File: config.mk
export PLATFORM = sky130hd
export DESIGN_NAME = alu_seq
export DESIGN_NICKNAME = d
export VERILOG_FILES = /design/src/rtl/alu_seq.sv
export SDC_FILE = /design/constraint.sdc
export NUM_CORES = 1
export LEC_CHECK = 0
export BUFFER_PORTS_ARGS = -buffer_cell sky130_fd_sc_hd__buf_2
export CORE_MARGIN = 2
export CORE_UTILIZATION = 50
export DETAILED_ROUTE_END_ITERATION = 10
export HOLD_SLACK_MARGIN = 0.02
export PLACE_DENSITY = 0.74
export SYNTH_ARGS = -nofsm -noshare
export SYNTH_HDL_FRONTEND = slang
export SYNTH_SLANG_ARGS = --single-unit
File: constraint.sdc
create_clock -name clk -period 3.25 [get_ports clk]
set_clock_uncertainty 0.2 [all_clocks]
set_input_delay 0.1625 -clock clk [delete_from_list [all_inputs] [get_ports clk]]
set_output_delay 0.1625 -clock clk [all_outputs]
set_load 0.02 [all_outputs]
File: src/rtl/alu_seq.sv
// ---------------------------------------------------------------------------
// alu_seq -- sequential 32-bit ALU with a bit-serial right shifter.
//
// Add/sub/and/or and the reserved ops resolve on the accept edge and go
// straight to DONE. Shifts by a non-zero amount walk through SHIFT one bit
// per cycle, so an n-bit shift takes n+1 cycles from accept to out_valid.
// One request is in flight at a time; the request/response handshake is
// decoded purely from the FSM state.
//
// Optional feature: define ALU_SEQ_ZERO_FLAG_EN to add the 'zero' output
// (C == 0, valid in every state). Without it the port and logic are absent.
//
// Ports
//   clk        system clock, rising-edge
//   reset      asynchronous active-high reset
//   in_valid   request present on A/B/ALUOp
//   in_ready   block can take a request (IDLE only)
//   A, B       operands; B[4:0] is the shift amount for ops 4/5
//   ALUOp      0 add, 1 sub, 2 and, 3 or, 4 srl, 5 sra, 6/7 reserved (C=0)
//   out_valid  C holds a result (DONE only)
//   out_ready  consumer takes C this cycle
//   C          result
//   busy       state != IDLE
//   zero       C == 0 (ALU_SEQ_ZERO_FLAG_EN only)
// ---------------------------------------------------------------------------
module alu_seq (
    input  logic        clk,
    input  logic        reset,
    input  logic        in_valid,
    output logic        in_ready,
    input  logic [31:0] A,
    input  logic [31:0] B,
    input  logic [2:0]  ALUOp,
    output logic        out_valid,
    input  logic        out_ready,
    output logic [31:0] C,
    output logic        busy
`ifdef ALU_SEQ_ZERO_FLAG_EN
   ,output logic        zero
`endif
);

    localparam int W = 32;

    localparam logic [2:0] OP_ADD = 3'd0;
    localparam logic [2:0] OP_SUB = 3'd1;
    localparam logic [2:0] OP_AND = 3'd2;
    localparam logic [2:0] OP_OR  = 3'd3;
    localparam logic [2:0] OP_SRL = 3'd4;
    localparam logic [2:0] OP_SRA = 3'd5;

    typedef enum logic [1:0] {
        IDLE  = 2'd0,
        SHIFT = 2'd1,
        DONE  = 2'd2
    } state_t;

    state_t state_q, state_nxt;

    // res_q is both the shift work register and the result register: while
    // in SHIFT it holds the partially shifted operand, in DONE the answer.
    logic [W-1:0] res_q;
    logic [4:0]   cnt_q;
    logic         sra_q;    // latched: fill vacated MSB with the sign bit

    logic         accept;
    logic         is_shift;
    logic [4:0]   shamt;
    logic [W-1:0] alu_res;

    assign accept   = in_valid && (state_q == IDLE);
    assign is_shift = (ALUOp == OP_SRL) || (ALUOp == OP_SRA);
    assign shamt    = B[4:0];

    // Single-cycle result; for shifts this is the starting work value,
    // which is also the final answer when the shift amount is zero.
    always_comb begin
        alu_res = '0;
        case (ALUOp)
            OP_ADD:         alu_res = A + B;
            OP_SUB:         alu_res = A - B;
            OP_AND:         alu_res = A & B;
            OP_OR:          alu_res = A | B;
            OP_SRL, OP_SRA: alu_res = A;
            default:        alu_res = '0;
        endcase
    end

    // ---------------- FSM ----------------
    always_ff @(posedge clk or posedge reset) begin
        if (reset) state_q <= IDLE;
        else       state_q <= state_nxt;
    end

    always_comb begin
        state_nxt = state_q;
        case (state_q)
            IDLE: begin
                if (in_valid) begin
                    if (is_shift && (shamt != 5'd0)) state_nxt = SHIFT;
                    else                             state_nxt = DONE;
                end
            end
            // Leave on the edge that performs the last shift (counter 1->0).
            SHIFT: if (cnt_q == 5'd1) state_nxt = DONE;
            DONE:  if (out_ready)     state_nxt = IDLE;
            default: state_nxt = IDLE;
        endcase
    end

    // ---------------- datapath ----------------
    always_ff @(posedge clk or posedge reset) begin
        if (reset) begin
            res_q <= '0;
            cnt_q <= '0;
            sra_q <= 1'b0;
        end else if (accept) begin
            res_q <= alu_res;
            if (is_shift) begin
                cnt_q <= shamt;
                sra_q <= (ALUOp == OP_SRA);
            end
        end else if (state_q == SHIFT) begin
            res_q <= {sra_q & res_q[W-1], res_q[W-1:1]};
            cnt_q <= cnt_q - 5'd1;
        end
    end

    // ---------------- outputs ----------------
    assign in_ready  = (state_q == IDLE);
    assign out_valid = (state_q == DONE);
    assign busy      = (state_q != IDLE);
    assign C         = res_q;

`ifdef ALU_SEQ_ZERO_FLAG_EN
    assign zero = (res_q == '0);
`endif

`ifndef SYNTHESIS
    // SHIFT is only entered with a non-zero count.
    a_shift_cnt: assert property (@(posedge clk) disable iff (reset)
        (state_q == SHIFT) |-> (cnt_q != 5'd0));
    // A stalled result must not move.
    a_done_hold: assert property (@(posedge clk) disable iff (reset)
        (state_q == DONE && !out_ready) |=> (state_q == DONE && $stable(res_q)));
`endif

endmodule

; ---- After elaboration in Yosys (flattened, before gate mapping)
; Cells that the tools add are included.
[totals]
ff_bits = 40
[classes]
n_reduce_logical = 12
n_eq_ne = 12
muxes = 11
addsub = 3
bitwise = 3
[op_table]
columns = cell, n
row1 = one-hot mux 32 bit (5 select lines), 1
row2 = 2-to-1 mux 32 bit, 2
row3 = adder 32 bit, 1
row4 = bitwise AND 32 bit, 1
row5 = OR 32 bit, 1
row6 = subtractor 32 bit, 1
row7 = 2-to-1 mux 5 bit, 3
row8 = 2-to-1 mux 2 bit, 4
row9 = equality test 3 x 2 -> 1 bit (second input constant), 2
row10 = equality test 3 bit (second input constant), 2
row11 = one-hot mux 2 bit (3 select lines), 1
row12 = equality test 5 x 1 -> 1 bit (second input constant), 1
row13 = nonzero test 5 bit, 1
row14 = subtractor 5 x 1 -> 5 bit (second input constant), 1
row15 = inequality test 2 x 1 -> 1 bit (second input constant), 2
row16 = inequality test 2 bit (second input constant), 2
row17 = AND reduction 2 bit, 2
row18 = nonzero test 2 bit, 2
row19 = equality test 3 x 1 -> 1 bit (second input constant), 1
row20 = logical NOT 3 bit, 1
row21 = AND reduction 3 bit, 1
row22 = equality test 2 x 1 -> 1 bit (second input constant), 1
row23 = equality test 2 bit (second input constant), 1
row24 = logical AND 1 bit, 2
row25 = other kinds (4), 4

; ---- Depth between registers and ports, before layout
[depth]
ltp_word = 6
ltp_mapped = 19
depth_no_buf = 18

; ---- Worst setup path after synthesis
; Ideal clock, no wire load.
[synth_timing]
path_kind = input to register
start = input port B[12]
end = register res_q[29], in the netlist C[29]
path_stages = 14
setup_time_ns = 0.065
slack_ns = -0.807
arrival_time_ns = 3.792
t_required_ns = 2.985
path_buffers = 0
cell_sequence = or4_1 > nor3_1 > nand2_1 > or4_1 > o31ai_1 > xor2_1 > ha_1 > a21oi_1 > o21ai_0 > a21oi_1 > o21a_1 > or4b_2 > mux2_2 > nand2_1
[synth_between]
elab_chain_cells = 3
[synth_lines]
columns = element, line
row1 = start: declaration, 32  ; input logic [31:0] B,
row2 = subtractor 32 bit or adder 32 bit (tied branches), "81, 80"
row3 = one-hot mux 32 bit (5 select lines) (*), 79  ; case (ALUOp)
row4 = 2-to-1 mux 32 bit (*), 117  ; end else if (accept) begin
row5 = end signal: assignment, 118  ; res_q <= alu_res;
row6 = end signal: assignment, 124  ; res_q <= {sra_q & res_q[W-1], res_q[W-1:1]};
row7 = end: declaration, 62  ; logic [W-1:0] res_q;
; Mark *: on every way between the ends. The rest lies on a longest branch, timed or not.
; A chain may end at the register's enable or synchronous reset.

; ---- Final worst setup path
[layout_timing]
start = input port B[3]
end = register res_q[28], in the netlist C[28]
; Same word-level chain as after synthesis.

==> impl_metrics.env <==
export IMPL_vias=7039
export IMPL_yosys_top_cells_area="dfrtp_1 19%, ha_1 8.9%, maj3_1 6.0%"
export IMPL_place_gp_congestion=0.962
export IMPL_startpoint_type="primary input"
export IMPL_syn_nets=787
export IMPL_final_cell_area_sq_mm=0.00810
export IMPL_arrival_ns=3.79
export IMPL_htreeDepth=2
export IMPL_start_util_pct=50.8
export IMPL_syn_area_sq_mm=0.00517
export IMPL_fmax_ghz=0.262
export IMPL_numCtsBuffers=5
export IMPL_track_usage_pct=37.3
export IMPL_worst_pin_slew_ns=0.884
export IMPL_slowest_delay_ns=0.56
export IMPL_finalHoldViolations=0
export IMPL_finish_utilization_pct=79.5
export IMPL_fin_hold_ws_ns=0.0452
export IMPL_slowest_stage="or4_4"
export IMPL_vias_per_cell=6.55
export IMPL_finalPower_uw=4310
export IMPL_grt_pass1_wl_mm=33.4
export IMPL_synthFlopType="dfrtp_1"
export IMPL_met2_usage_pct=64.3
export IMPL_dieArea_sq_mm=0.0112
export IMPL_synth_edf_count=0
export IMPL_layout_setup_ws_ns=-0.564
export IMPL_globalRoute_totalOverflow=0
export IMPL_drt_wl_total_mm=23.4
export IMPL_drt_iter0_markers=776
export IMPL_drive_above_1_share_pct=44.9
export IMPL_drc=0
export IMPL_synth_largest_area_cell="dfrtp_1"
export IMPL_cts_tree="built"
export IMPL_vdd_drop_max_mv=0.528
export IMPL_use_met1_pct=46.9
export IMPL_ant_nets=0
export IMPL_multi_input_area_sq_mm=0.00471
export IMPL_setup_viol=19
export IMPL_cap_violations=0
export IMPL_period_share_pct=117
export IMPL_final_common_cell="buf_4"
export IMPL_clkLatencyLatePin_ns=0.32
export IMPL_slew_violations=0
export IMPL_seqCellArea_sq_mm=0.00100
export IMPL_endpoint_kind="register"
export IMPL_cp_data_required_time_ns=3.23
export IMPL_core_area_sq_mm=0.0102
export IMPL_grtUsageMet3_pct=4.58
export IMPL_num_antenna_cells=0
export IMPL_top_usage_layer="met2"
export IMPL_ys_types=65
export IMPL_syn_avg_cell_area_sq_um=7.63
export IMPL_leakage_uw=0.00371
export IMPL_firstDrtPassIters=7
export IMPL_cts_sinks=40
export IMPL_grt_pass1_vias=6642
export IMPL_fillCellCount=657
export IMPL_synth_top_area_share_pct=19.3
export IMPL_violations="setup timing"
export IMPL_fp_row_count=37
export IMPL_crit_type="in2reg"
export IMPL_yosysSeqAreaShare_pct=19.3
export IMPL_io_pins=106
export IMPL_path_max_fanout=5
export IMPL_pre_cts_slack_ns=-1.12
export IMPL_yosys_warnings=0
export IMPL_root_buffer="clkbuf_8"
export IMPL_timing_slew_headroom_pct=41.1
export IMPL_ys_ff_latch=40
export IMPL_dpl_hpwl_mm=15.6
export IMPL_placed_area_sq_mm=0.00699
export IMPL_fin_nets=1047
export IMPL_synth_cells=678
export IMPL_clkTransAtPathRegs_ns=0.09
export IMPL_final_cell_mix="173 x buf_4, 101 x buf_2, 71 x nand2_1"
export IMPL_period_needed_ns=3.81
export IMPL_hold_path_class="in2reg"
export IMPL_async_flop_share_pct=100
export IMPL_port_buffers=105
export IMPL_wire_per_inst_um=21.7
export IMPL_rsz0062_at_grt="true"
export IMPL_area_delta_synth_final_pct=56.5
export IMPL_antenna_found_initial=0
export IMPL_die_y_um=106
export IMPL_p_per_area_mw_per_mm2=533
export IMPL_status="finished, violations left"
export IMPL_clockBufferDepth=2
export IMPL_die_w_um=106
export IMPL_cp_cell_sequence="buf_8 -> or4_4 -> nor4_4 -> nand2_2 -> or4_4 -> o21ai_4 -> xor2_2 -> ha_4 -> a21oi_4 -> o21ai_4 -> buf_4 -> nor3_4 -> a21oi_4 -> a41oi_2 -> xor2_1 -> o22ai_1"
export IMPL_grt_max_degree=41
where the power goes:
| part | leakage, uW | switching [uW] | internal, uW |
|---|---|---|---|
| clock network | 0.0000614 | 221 | 252 |
| logic | 0.00317 | 1620 | 1210 |
| registers | 0.000472 | 263 | 749 |
layout make-up:
type	instances	share of cell area, %
clock buffer	6	1.02
clock inverter	2	0.479
inverter	17	0.819
multi-input combinational	580	58.2
sequential	40	12.4
tap	136	2.10
timing repair buffer	294	25.1
path summary, 6_finish.rpt:
kind,startpoint,end,slack (ns),depth (start not counted)
min in group asynchronous,reset,C[30],0.34,4
setup reg to reg,state_q[1],C[6],0.63,4
hold reg to reg,sra_q,sra_q,0.32,2
max in group asynchronous,reset,C[25],2.12,4
setup / recovery,B[3],C[28],-0.56,16
hold / removal,A[28],C[28],0.05,3
synth_stat cells, types with 8 or more instances:
| library cell | number |
|---|---|
| maj3_1 | 31 |
| a221o_1 | 9 |
| a21o_1 | 13 |
| nand3_1 | 9 |
| xor2_1 | 34 |
| o31ai_1 | 10 |
| o21a_1 | 11 |
| a21oi_1 | 57 |
| o21ai_0 | 51 |
| nor2_1 | 52 |
| inv_1 | 17 |
| nand2_1 | 80 |
| nand2b_1 | 8 |
| a31oi_1 | 18 |
| nand4_1 | 9 |
| dfrtp_1 | 40 |
| ha_1 | 37 |
| nor3_1 | 11 |
| o22ai_1 | 9 |
| clkbuf_1 | 34 |
| xnor2_1 | 21 |
| a221oi_1 | 15 |
layer usage:
metal  vias to the layer above  share of wire [%]
li1                       3062                  -
met1                      3356                 38
met2                       483                 47
met3                       138                9.0
met4                         0                6.0
met5                         -                  0
kinds of logic after synthesis:
family / Yosys count / share of synthesized area [%]
adder cells (fa/ha/maj): 69 / 15.3
XOR/XNOR: 55 / 9.31
AO/OA/AOI/OAI: 242 / 31.3
multiplexers: 6 / 1.23
flip-flops: 40 / 19.3
buffers and inverters: 58 / 4.23
AND/OR/NAND/NOR: 208 / 19.3
stage by stage:
stage	std cells	TNS, ns
floorplan	678	-5.84
global placement	1036	-15.93
detailed placement	1036	-17.37
CTS	1062	-4.25
global route	1075	-8.54
finish	1075	-7.16
sequential cells by signal, summed over array words and instances, names as in the netlist:
register  cells
sra_q         1
cnt_q         5
C            32
state_q       2
critical path, delay by kind of cell:
| kind | cells | cell delay, ns |
|---|---|---|
| AND/OR/NAND/NOR | 5 | 1.81 |
| buffers and inverters | 2 | 0.24 |
| adder cells (fa/ha/maj) | 1 | 0.25 |
| AO/OA/AOI/OAI | 6 | 0.90 |
| XOR/XNOR | 2 | 0.41 |
timing repair:
action,CTS,global route
hold endpoints to repair,42,0
buffers inserted,16,16
hold buffers,3,0
gates cloned,0,0
resized for setup,81,78
setup endpoints to repair,20,21
pin swaps,54,72
Power figures use the tool's default switching activity.
